==> src/rtl/demux_slot.sv <==
// One output slot of the registered 1-to-2 demultiplexer.
// Holds a single data word with a valid flag and drains via a valid/ready
// handshake. A load in the same cycle as a drain replaces the word without
// a bubble.
module demux_slot #(
   parameter int size = 32
) (
   input  logic            clk_i,
   input  logic            rst_i,
   input  logic            load_i,
   input  logic [size-1:0] data_i,
   output logic [size-1:0] data_o,
   output logic            valid_o,
   input  logic            ready_i,
   output logic            free_o
);

   // The slot can take a new word when it is empty or is being drained now.
   assign free_o = !valid_o || ready_i;

   // Load wins over drain so back-to-back traffic keeps valid_o high.
   always_ff @(posedge clk_i) begin
      if (rst_i) begin
         valid_o <= 1'b0;
         data_o  <= '0;
      end else if (load_i) begin
         data_o  <= data_i;
         valid_o <= 1'b1;
      end else if (ready_i) begin
         valid_o <= 1'b0;
      end
   end

endmodule

==> src/rtl/demux_1to2_reg.sv <==
// Registered 1-to-2 demultiplexer.
// Steers one producer stream into one of two registered output slots,
// chosen per transfer by select_i. ready_o only looks at the slot that the
// current select_i points to, so a stalled port never blocks the other one.
// Accepted transfers are counted per destination (wrapping counters).
module demux_1to2_reg #(
   parameter int size  = 32,
   parameter int cnt_w = 16
) (
   input  logic             clk_i,
   input  logic             rst_i,
   input  logic [size-1:0]  data_i,
   input  logic             select_i,
   input  logic             valid_i,
   output logic             ready_o,
   output logic [size-1:0]  data0_o,
   output logic             valid0_o,
   input  logic             ready0_i,
   output logic [size-1:0]  data1_o,
   output logic             valid1_o,
   input  logic             ready1_i,
   output logic [cnt_w-1:0] cnt0_o,
   output logic [cnt_w-1:0] cnt1_o
);

   localparam logic [cnt_w-1:0] cnt_one = cnt_w'(1);

   logic free0;
   logic free1;
   logic xfer;
   logic load0;
   logic load1;

   // ready_o is a function of select_i and the chosen slot only, never valid_i.
   assign ready_o = !rst_i && (select_i ? free1 : free0);
   assign xfer    = valid_i && ready_o;
   assign load0   = xfer && !select_i;
   assign load1   = xfer && select_i;

   demux_slot #(.size(size)) u_slot0 (
      .clk_i   (clk_i),
      .rst_i   (rst_i),
      .load_i  (load0),
      .data_i  (data_i),
      .data_o  (data0_o),
      .valid_o (valid0_o),
      .ready_i (ready0_i),
      .free_o  (free0)
   );

   demux_slot #(.size(size)) u_slot1 (
      .clk_i   (clk_i),
      .rst_i   (rst_i),
      .load_i  (load1),
      .data_i  (data_i),
      .data_o  (data1_o),
      .valid_o (valid1_o),
      .ready_i (ready1_i),
      .free_o  (free1)
   );

   // Per-destination transfer counters; they wrap rather than saturate.
   always_ff @(posedge clk_i) begin
      if (rst_i) begin
         cnt0_o <= '0;
         cnt1_o <= '0;
      end else begin
         if (load0) cnt0_o <= cnt0_o + cnt_one;
         if (load1) cnt1_o <= cnt1_o + cnt_one;
      end
   end

endmodule

==> config.mk <==
export PLATFORM = sky130hd
export DESIGN_NAME = demux_1to2_reg
export DESIGN_NICKNAME = d
export VERILOG_FILES = /design/src/rtl/demux_slot.sv /design/src/rtl/demux_1to2_reg.sv
export SDC_FILE = /design/constraint.sdc
export NUM_CORES = 1
export LEC_CHECK = 0
export CAP_MARGIN = 20
export CORE_ASPECT_RATIO = 1.4
export CORE_MARGIN = 4
export CORE_UTILIZATION = 50
export CTS_BUF_LIST = sky130_fd_sc_hd__clkbuf_4
export DETAILED_ROUTE_END_ITERATION = 6
export PLACE_DENSITY_LB_ADDON = 0.08
export SLEW_MARGIN = 10
export SYNTH_ARGS = -nofsm -noshare
export SYNTH_HDL_FRONTEND = slang
export SYNTH_HIERARCHICAL = 1
export SYNTH_SLANG_ARGS = --single-unit
==> constraint.sdc <==
create_clock -name clk_i -period 4.23 [get_ports clk_i]
set_input_delay 1.269 -clock clk_i [delete_from_list [all_inputs] [get_ports clk_i]]
set_output_delay 1.269 -clock clk_i [all_outputs]
set_load 0.01 [all_outputs]
==> After elaboration in Yosys (flattened, before gate mapping) <==
Index checks and enable logic that the tools add are counted.
{ "totals": {"out_inout_bits": 99, "inputBits": 38, "elab_cells": 25, "regBits": 98} }
{ "classes": {"add_sub_neg": 2, "muxes": 5, "reduce_logical": 12} }
{ "ops": {"columns": ["op", "count"], "rows": [
  ["$add 16x1->16 const B", 2],
  ["$mux 1", 5],
  ["$logic_and 1x1->1", 4],
  ["$logic_not 1->1", 4],
  ["$reduce_bool 2->1", 2],
  ["$logic_or 1x1->1", 2]
]} }

==> Depth between registers and ports, before layout <==
Gate-level depths: netlist of the first run.
{ "logic_depth": {"ltp_word": 7, "ltp_mapped": 8, "ltp_nobuf": 6} }

==> Cells and area by module <==
Netlist of the first run, hierarchy kept.
{ "modules_own_cells": {"columns": ["mod", "cells_per_inst", "seq_area_each_um2", "n_inst", "area_per_inst_um2"], "rows": [
  ["demux_slot", 108, 660.6, 2, 1204.9],
  ["demux_1to2_reg", 169, 640.6, 1, 1468.9]
]} }

==> Worst setup path before layout of the first run <==
OpenSTA, ideal clock, no wires.
{ "synth_timing": {"kind": "input to output", "from": "input port rst_i", "to": "output port ready_o", "arrival_time_ns": 1.814, "setup_slack_ns": 1.147, "stages": 3, "path_cell_list": "buf_2 -> clkbuf_1 -> nor2_1"} }
{ "synth_between": {"elab_chain_len": 2} }
{ "synth_rtl": {"columns": ["item", "line", "rtl"], "rows": [
  ["start, declared", "demux_1to2_reg.sv:11", "input logic rst_i,"],
  ["$logic_not 1->1", "demux_1to2_reg.sv:35", "assign ready_o = !rst_i && (select_i ? free1 : free0);"],
  ["$logic_and 1x1->1", "demux_1to2_reg.sv:35", null],
  ["end, declared", "demux_1to2_reg.sv:15", "output logic ready_o,"]
]} }
Every way passes these cells.

==> Final worst setup path of the first run <==
{ "layout_timing": {"from": "input port ready1_i", "to": "output port ready_o"} }
{ "layout_between": {"elab_chain_len": 3} }
{ "layout_rtl": {"columns": ["item", "line", "rtl"], "rows": [
  ["start, declared", "demux_1to2_reg.sv:21", "input logic ready1_i,"],
  ["$logic_or 1x1->1", "demux_slot.sv:19", "assign free_o = !valid_o || ready_i;"],
  ["via free1", "demux_1to2_reg.sv:29", "logic free1;"],
  ["$mux 1", "demux_1to2_reg.sv:35", null],
  ["$logic_and 1x1->1", "demux_1to2_reg.sv:35", null]
]} }
The timed path passes the listed nets, and every way through them passes these cells.

==> results.yml, run 1 <==
status:
  run_status: "finished clean"
hold_path:
  hold_depth: 1
  hold_class: "reg -> reg"
place:
  gp_congestion: 0.760
  placedCellCount: 601
  place_hpwl_mm: 6.43
  dp_slack_ns: 0.251
  portBuffers: 136
job:
  max-cap-violations: 0
clocking:
  cts_buffers: 9
  post_cts_resized: 0
  clock_latency_ns: 0.44
  clockBufferDepth: 2
  post-cts-setup-buffer-count: 0
  cts_max_level: 3
  tritoncts: "built"
  cts.sinks: 98
  cts_hold_buf: 0
  cts_root_buf: "clkbuf_4"
  path_clk_slew_ns: 0.15
finish:
  drive_above_1_share: 0.0519
  syn2layout_area_growth_pct: 37.3
  multi_input_area_sq_um: 1690
  post_layout_nonfiller_instances: 617
  mostFrequentLayoutCells: "135 x clkdlybuf4s50_1, 98 x dfxtp_1, 84 x nor2_1, 66 x mux2i_1, 17 x nand2_1"
  antenna_cells: 0
  regArea_sq_um: 1960
  nets: 555
  layout_commonest_cell: "clkdlybuf4s50_1"
  fillers: 613
global_route:
  grt_pass1_vias: 3155
  grt.total_usage: 0.206
  overflow: 0
  grt_pass1_wl_mm: 14.9
  antenna_found_initial: 0
  grt_max_degree: 102
synthesis:
  ys_seq_elements: 98
  post_synth_and_or_nand_nor_area_fraction: 0.182
  synthMuxAreaShare: 0.173
  syn_nets: 425
  synth_cells: 385
  ys_warn_count: 6
  synthAdderAreaFrac: 0.00645
  mappedNetlistArea_sq_um: 3880
  synth-xor-area-share: 0.0384
  synth_top_family_by_area: "simple AND/OR/NAND/NOR gates"
  ys_seq_area_frac: 0.506
  synth_compound_area_frac: 0.0358
  synth_cell_types: 33
  avgSynthCellArea_sq_um: 10.1
die:
  ios: 137
  die_y_microns: 112
  row_count: 37
  start_util: 0.520
  dieWidth_microns: 82.4
  core_sq_um: 7450
  dieArea_sq_um: 9250
detailed_routing:
  post_drt_wl_per_cell_microns: 14.7
  via_per_inst: 5.04
  wl_mm: 9.10
  route.detailed.drc: 0
  drtIter0Drc: 99
  ant_nets: 0
  vias: 3109
  drt_pass1_iterations: 4
timing:
  finalCriticalPeriod_ns: 3.95
  maxSlewViolCount: 0
  rsz0062_at_grt: "no"
  finalSetupTns_ns: 0
  finalClockSkew_ns: 0.0119
  period_share: 0.935
  setup_viol: 0
  relSlewSlack: 0.318
  hold_violations: 0
  finalWorstSetupSlack_ns: 0.276
  worst_slew_pin_slew_ns: 1.02
  fmax_ghz: 0.253
setup_path:
  critPathArrivalTime_ns: 2.68
  criticalPathCategory: "in -> out"
  cp-start-kind: "input port"
  critPathCaptureType: "output pin"
  max_stage_delay_ns: 0.54
  cpMostUsedCell: "clkdlybuf4s50_1"
  slowest_stage: "clkdlybuf4s50_1"
  path_max_fanout: 3
  required_ns: 2.96
  path_cells: "clkdlybuf4s50_1, nand2b_1, mux2i_1, nor2_1, clkdlybuf4s50_1"
  r2r_cells: 6
power_and_ir_drop:
  intPower_mw: 1.22
  power_switching_mw: 0.400
  seq_power_share: 0.591
  pwr-share-clk: 0.300
  p_total_mw: 1.62
  powerDensity_nw_per_um2: 305
  leakage_nw: 1.85
  peakVddDrop_mv: 0.252
  switching_share: 0.246
  pwr-share-comb: 0.109
==> cells by family after synthesis <==
kind of cell | Yosys count
AND/OR/NAND/NOR | 147
XOR/XNOR | 17
flip-flops | 98
AO/OA/AOI/OAI | 26
buffers and inverters | 28
multiplexers | 67
adder cells (fa/ha/maj) | 2
==> synthesized netlist by cell type (all sizes together) <==
library cell  count  area share
inv               7      0.0068
nor3              6      0.0077
nor2b             1      0.0016
nand2b            4      0.0065
a31o              1      0.0023
buf              14       0.045
mux2              1      0.0029
nand4b            2      0.0084
nand2            17       0.016
or4               4      0.0087
and3              2      0.0032
nor4              3      0.0087
xnor2            11       0.025
nand4bb           1      0.0029
nand3             7      0.0090
nor2             84       0.081
dfxtp            98        0.51
and4              3      0.0068
clkbuf            7      0.0068
ha                2      0.0065
xor2              6       0.014
o21ai             8       0.010
a21oi            15       0.019
o31ai             2      0.0039
or3               7       0.011
nand4             6      0.0097
mux2i            66        0.17
==> final cells by class <==
cell class	instances	share of cell area
clock buffers	9	0.0127
clock inverters	7	0.0132
inverters	7	0.00493
multi-input cells	259	0.318
flip-flops and latches	98	0.368
well taps	97	0.0228
repair buffers	140	0.260
==> power groups by stage <==
| stage | clock network [mW] | registers (mW) | logic [mW] |
|---|---|---|---|
| floorplan | 0 | 0.989 | 0.0777 |
| global placement | 0 | 0.978 | 0.176 |
| detailed placement | 0 | 0.979 | 0.178 |
| CTS | 0.509 | 0.959 | 0.179 |
| global route | 0.543 | 0.963 | 0.191 |
| finish | 0.487 | 0.959 | 0.177 |
==> state kept, by name, indices dropped and copies added (netlist names) <==
| name | cells |
|---|---|
| cnt1_o | 16 |
| u_slot1/valid_o | 1 |
| u_slot1/data_o | 32 |
| u_slot0/valid_o | 1 |
| cnt0_o | 16 |
| u_slot0/data_o | 32 |
==> final timing paths <==
path                                 from                        endpoint  slack [ns]
max                              ready1_i                         ready_o        0.28
min               cnt0_o[15]$_SDFFE_PP0P_         cnt0_o[15]$_SDFFE_PP0P_        0.48
max reg2reg  u_slot0/valid_o$_SDFFE_PP0P_  u_slot0/data_o[1]$_SDFFE_PP0P_        2.14
min reg2reg       cnt0_o[15]$_SDFFE_PP0P_         cnt0_o[15]$_SDFFE_PP0P_        0.48
==> worst max-delay path, delay by kind of cell <==
kind	cells	cell delay, ns
AND/OR/NAND/NOR	2	0.31
multiplexers	1	0.11
buffers and inverters	2	0.99
==> through the flow <==
step | cell area (sq um) | hold WS [ns] | util
5_1_grt | 5330 | 0.495 | 0.714
3_3_place_gp | 5190 | 0.449 | 0.696
3_5_place_dp | 5190 | 0.458 | 0.696
2_1_floorplan | 3880 | 0.478 | -
4_1_cts | 5330 | 0.479 | 0.714
6_report | 5330 | 0.478 | 0.714
==> layer usage <==
metal,share of wire,global-route usage,wire length [microns]
met2,0.49,0.337,4470
met4,0.023,0.0965,206
met3,0.079,0.0706,720
met5,0,0,0
met1,0.41,0.234,3700
(Power assumes the default switching activity.)
==> run 2: changes to the inputs <==
Settings changed: ABC_AREA from default to 0, CORE_MARGIN 4 to default, CORE_UTILIZATION 50 to 46.
Clock period 4.23 ns to 4 ns, I/O delays scaled along.
==> run 2 against run 1 <==
  * Routed wire length down 6.7%
  * Flip-flop and latch count unchanged
  * Via count about the same
  * Sequential power up 5%
  * Global-route usage down 0.095 points
  * Utilization down 5.8 points
  * Highest routed layer unchanged
  * Critical path depth unchanged
  * Die area down 4.8%
  * First-iteration DRC count up 37%
==> results.yml, run 2 (synthesized netlist as in run 1, its figures left out) <==
timing:
  finalCriticalPeriod_ns: 3.75
  period_share: 0.937
  maxSlewViolCount: 0
  setup_viol: 0
  rsz0062_at_grt: "no"
  fmax_ghz: 0.267
  worst_slew_pin_slew_ns: 0.959
  hold_violations: 0
  finalClockSkew_ns: 0.0164
  finalSetupTns_ns: 0
  relSlewSlack: 0.361
setup_path:
  path_max_fanout: 3
  cp-start-kind: "input port"
  criticalPathCategory: "in -> out"
  max_stage_delay_ns: 0.53
  path_buf_inv: 2
  path_cells: "clkdlybuf4s50_1, nand2b_1, mux2i_1, nor2_1, clkdlybuf4s50_1"
  slowest_stage: "clkdlybuf4s50_1"
  critPathArrivalTime_ns: 2.55
  cpMostUsedCell: "clkdlybuf4s50_1"
  required_ns: 2.80
  crit_family: "buffers and inverters"
  critPathLaunch: "ready1_i"
  rr_startpoint: "cnt1_o[1]$_SDFFE_PP0P_"
  critPathCaptureType: "output pin"
clocking:
  clock_latency_ns: 0.44
  cts_hold_buf: 0
  cts_buffers: 9
  post_cts_resized: 0
  post-cts-setup-buffer-count: 0
  path_clk_slew_ns: 0.13
  cts_max_level: 3
  cts_root_buf: "clkbuf_4"
  cts.sinks: 98
  tritoncts: "built"
  clockBufferDepth: 2
die:
  start_util: 0.476
  die_y_microns: 111
  core_sq_um: 8150
  dieArea_sq_um: 8810
  dieWidth_microns: 79.6
  row_count: 39
  ios: 137
finish:
  design_area_sq_um: 5350
  syn2layout_area_growth_pct: 38.0
  fillers: 733
  layout_commonest_cell: "clkdlybuf4s50_1"
  post_layout_nonfiller_instances: 622
  mostFrequentLayoutCells: "135 x clkdlybuf4s50_1, 98 x dfxtp_1, 84 x nor2_1, 66 x mux2i_1, 17 x nand2_1"
  drive_above_1_share: 0.0519
  nets: 556
  antenna_cells: 0
  top_regs: "u_slot0/data_o: 32 flops, u_slot1/data_o: 32 flops"
  utilization: 0.657
detailed_routing:
  via_per_inst: 5.00
  post_drt_wl_per_cell_microns: 13.6
  drtIter0Drc: 136
  wl_mm: 8.49
  ant_nets: 0
  vias: 3110
  drt_pass1_iterations: 4
  route.detailed.drc: 0
hold_path:
  worstHoldStart: "cnt0_o[15]$_SDFFE_PP0P_"
  hold_class: "reg -> reg"
global_route:
  grt_pass1_wl_mm: 14.0
  overflow: 0
  antenna_found_initial: 0
  grt.total_usage: 0.205
  grt_max_degree: 98
  grt_pass1_vias: 3026
job:
  max-cap-violations: 0
place:
  placedCellCount: 607
  portBuffers: 136
  place_hpwl_mm: 5.86
  placement.cell_area_sq_um: 5230
  gp_congestion: 0.728
power_and_ir_drop:
  leakage_nw: 1.87
  peakVddDrop_mv: 0.235
  powerDensity_nw_per_um2: 317
  p_total_mw: 1.70
status:
  run_status: "finished clean"
-- run 2: layout make-up --
type | instances | area, sq um | area share
clock buffers | 11 | 82.6 | 0.0154
clock inverters | 4 | 43.8 | 0.00818
inverters | 7 | 26.3 | 0.00491
multi-input cells | 259 | 1690 | 0.316
flip-flops and latches | 98 | 1960 | 0.367
well taps | 102 | 128 | 0.0238
repair buffers | 141 | 1420 | 0.265
-- run 2: layer usage --
| layer | track usage | routed length [microns] | vias up |
|---|---|---|---|
| li1 | - | - | 1564 |
| met1 | 0.239 | 3570 | 1454 |
| met2 | 0.323 | 4090 | 83 |
| met3 | 0.0955 | 696 | 9 |
| met4 | 0.0752 | 142 | 0 |
| met5 | 0 | 0 | - |
-- run 2: report_power, final --
| group | total (mW) | internal [mW] | switching, mW |
|---|---|---|---|
| registers | 1.01 | 1.00 | 0.0133 |
| logic | 0.188 | 0.106 | 0.0818 |
| clock network | 0.498 | 0.198 | 0.299 |
-- run 2: final timing paths --
check	depth (start not counted)	slack (ns)	endpoint
worst max-delay path	5	0.25	ready_o
worst min-delay path	1	0.47	cnt0_o[15]$_SDFFE_PP0P_
worst max register to register	5	2.06	cnt1_o[12]$_SDFFE_PP0P_
worst min register to register	1	0.47	cnt0_o[15]$_SDFFE_PP0P_
-- run 2: through the flow --
| step | worst slack [ns] | hold WS [ns] |
|---|---|---|
| 5_1_grt | 0.197 | 0.508 |
| 6_report | 0.253 | 0.474 |
| 3_3_place_gp | 0.260 | 0.449 |
| 4_1_cts | 0.244 | 0.483 |
| 3_5_place_dp | 0.243 | 0.464 |
| 2_1_floorplan | 1.06 | 0.478 |
==> run 3: changes to the inputs <==
Settings changed: CAP_MARGIN 20 to default, SLEW_MARGIN 10 to 30.
==> run 3 against run 2 <==
  * Die area did not move
  * Clock skew barely moved
  * Global-route usage did not move
  * Sequential power barely moved
  * Final area barely moved
  * Total power barely moved
  * Sequential share of layout area barely moved
  * Largest power group unchanged
  * Non-clock buffer count did not move
==> results.yml, run 3 (synthesized netlist as in run 1, its figures left out) <==
setup_path:
  path_max_fanout: 3
  r2r_setup_slack_ns: 2.06
  critPathArrivalTime_ns: 2.55
  critPathCaptureType: "output pin"
  criticalPathCategory: "in -> out"
  cp-start-kind: "input port"
  required_ns: 2.80
  rr_startpoint: "cnt1_o[1]$_SDFFE_PP0P_"
  r2r_cells: 5
  r2r-end: "cnt1_o[12]$_SDFFE_PP0P_"
clocking:
  tritoncts: "built"
  path_clk_slew_ns: 0.13
  cts_max_level: 3
  cts.sinks: 98
  cts_buffers: 9
  clockBufferDepth: 2
  post_cts_resized: 0
  cts_hold_buf: 0
  clock_latency_ns: 0.44
  cts_root_buf: "clkbuf_4"
  post-cts-setup-buffer-count: 0
finish:
  nets: 556
  multi_input_area_sq_um: 1690
  syn2layout_area_growth_pct: 38.1
  layout_commonest_cell: "clkdlybuf4s50_1"
  design_area_sq_um: 5360
  fillers: 731
  top_regs: "u_slot0/data_o: 32 flops, u_slot1/data_o: 32 flops"
  antenna_cells: 0
  mostFrequentLayoutCells: "135 x clkdlybuf4s50_1, 98 x dfxtp_1, 84 x nor2_1, 66 x mux2i_1, 17 x nand2_1"
  post_layout_nonfiller_instances: 622
  drive_above_1_share: 0.0519
  regArea_sq_um: 1960
hold_path:
  worstHoldStart: "cnt0_o[15]$_SDFFE_PP0P_"
  hold_depth: 1
  min_to: "cnt0_o[15]$_SDFFE_PP0P_"
  hold_class: "reg -> reg"
detailed_routing:
  vias: 3108
  via_per_inst: 5.00
  wl_mm: 8.50
  route.detailed.drc: 0
  drtIter0Drc: 135
  drt_pass1_iterations: 4
  post_drt_wl_per_cell_microns: 13.7
  ant_nets: 0
die:
  die_y_microns: 111
  core_sq_um: 8150
  dieWidth_microns: 79.6
  ios: 137
  start_util: 0.476
  dieArea_sq_um: 8810
  row_count: 39
place:
  gp_congestion: 0.728
  placedCellCount: 607
  placement.cell_area_sq_um: 5230
  place_hpwl_mm: 5.86
  portBuffers: 136
timing:
  fmax_ghz: 0.267
  worst_slew_pin_slew_ns: 0.692
  period_share: 0.937
  hold_violations: 0
  relSlewSlack: 0.538
  finalCriticalPeriod_ns: 3.75
  setup_viol: 0
  maxSlewViolCount: 0
  finalSetupTns_ns: 0
  finalClockSkew_ns: 0.0164
  rsz0062_at_grt: "no"
power_and_ir_drop:
  leakage_nw: 1.88
  powerDensity_nw_per_um2: 317
  peakVddDrop_mv: 0.235
global_route:
  grt_max_degree: 98
  grt_pass1_wl_mm: 14.0
  overflow: 0
  grt_pass1_vias: 3026
  grt.total_usage: 0.205
  antenna_found_initial: 0
job:
  max-cap-violations: 0
status:
  run_status: "finished clean"
==> run 3: cell counts in the layout (fill, tap and decap cells not counted) <==
No cell type changed its count.
==> run 3: report_power, final <==
group	internal [mW]	switching [mW]
Clock	0.198	0.300
Combinational	0.106	0.0819
Sequential	1.00	0.0133
==> run 3: worst max path at each step <==
stage | cells past startpoint | slack [ns] | to | start
2_1_floorplan | 3 | 1.06 | ready_o | rst_i
4_1_cts | 5 | 0.24 | ready_o | ready1_i
5_1_grt | 5 | 0.20 | ready_o | ready1_i
6_report | 5 | 0.25 | ready_o | ready1_i
3_5_place_dp | 5 | 0.24 | ready_o | ready1_i
3_3_place_gp | 5 | 0.26 | ready_o | ready1_i
==> run 3: metrics by stage <==
stage	worst slack, ns	util	hold slack [ns]	total power, mW
floorplan	1.06	-	0.478	1.13
global placement	0.260	0.641	0.449	1.22
CTS	0.244	0.657	0.483	1.72
global route	0.197	0.657	0.508	1.78
detailed placement	0.243	0.641	0.464	1.22
finish	0.253	0.657	0.474	1.70
==> run 3: layout make-up <==
class	instances	area share
Clock buffer	11	0.0154
Clock inverter	4	0.00818
Inverter	7	0.00491
Multi-Input combinational cell	259	0.316
Sequential cell	98	0.366
Tap cell	102	0.0238
Timing Repair Buffer	141	0.266
==> run 3: worst max-delay path, cell delays in order <==
cell and delay, ns:
clkdlybuf4s50_1 0.44, nand2b_1 0.19, mux2i_1 0.10, nor2_1 0.09
clkdlybuf4s50_1 0.53
==> run 3: routing by layer <==
layer	up-vias	routed length [microns]	track usage
met4	0	142	0.0752
li1	1563	-	-
met1	1453	3580	0.239
met2	83	4090	0.323
met5	-	0	0
met3	9	689	0.0955
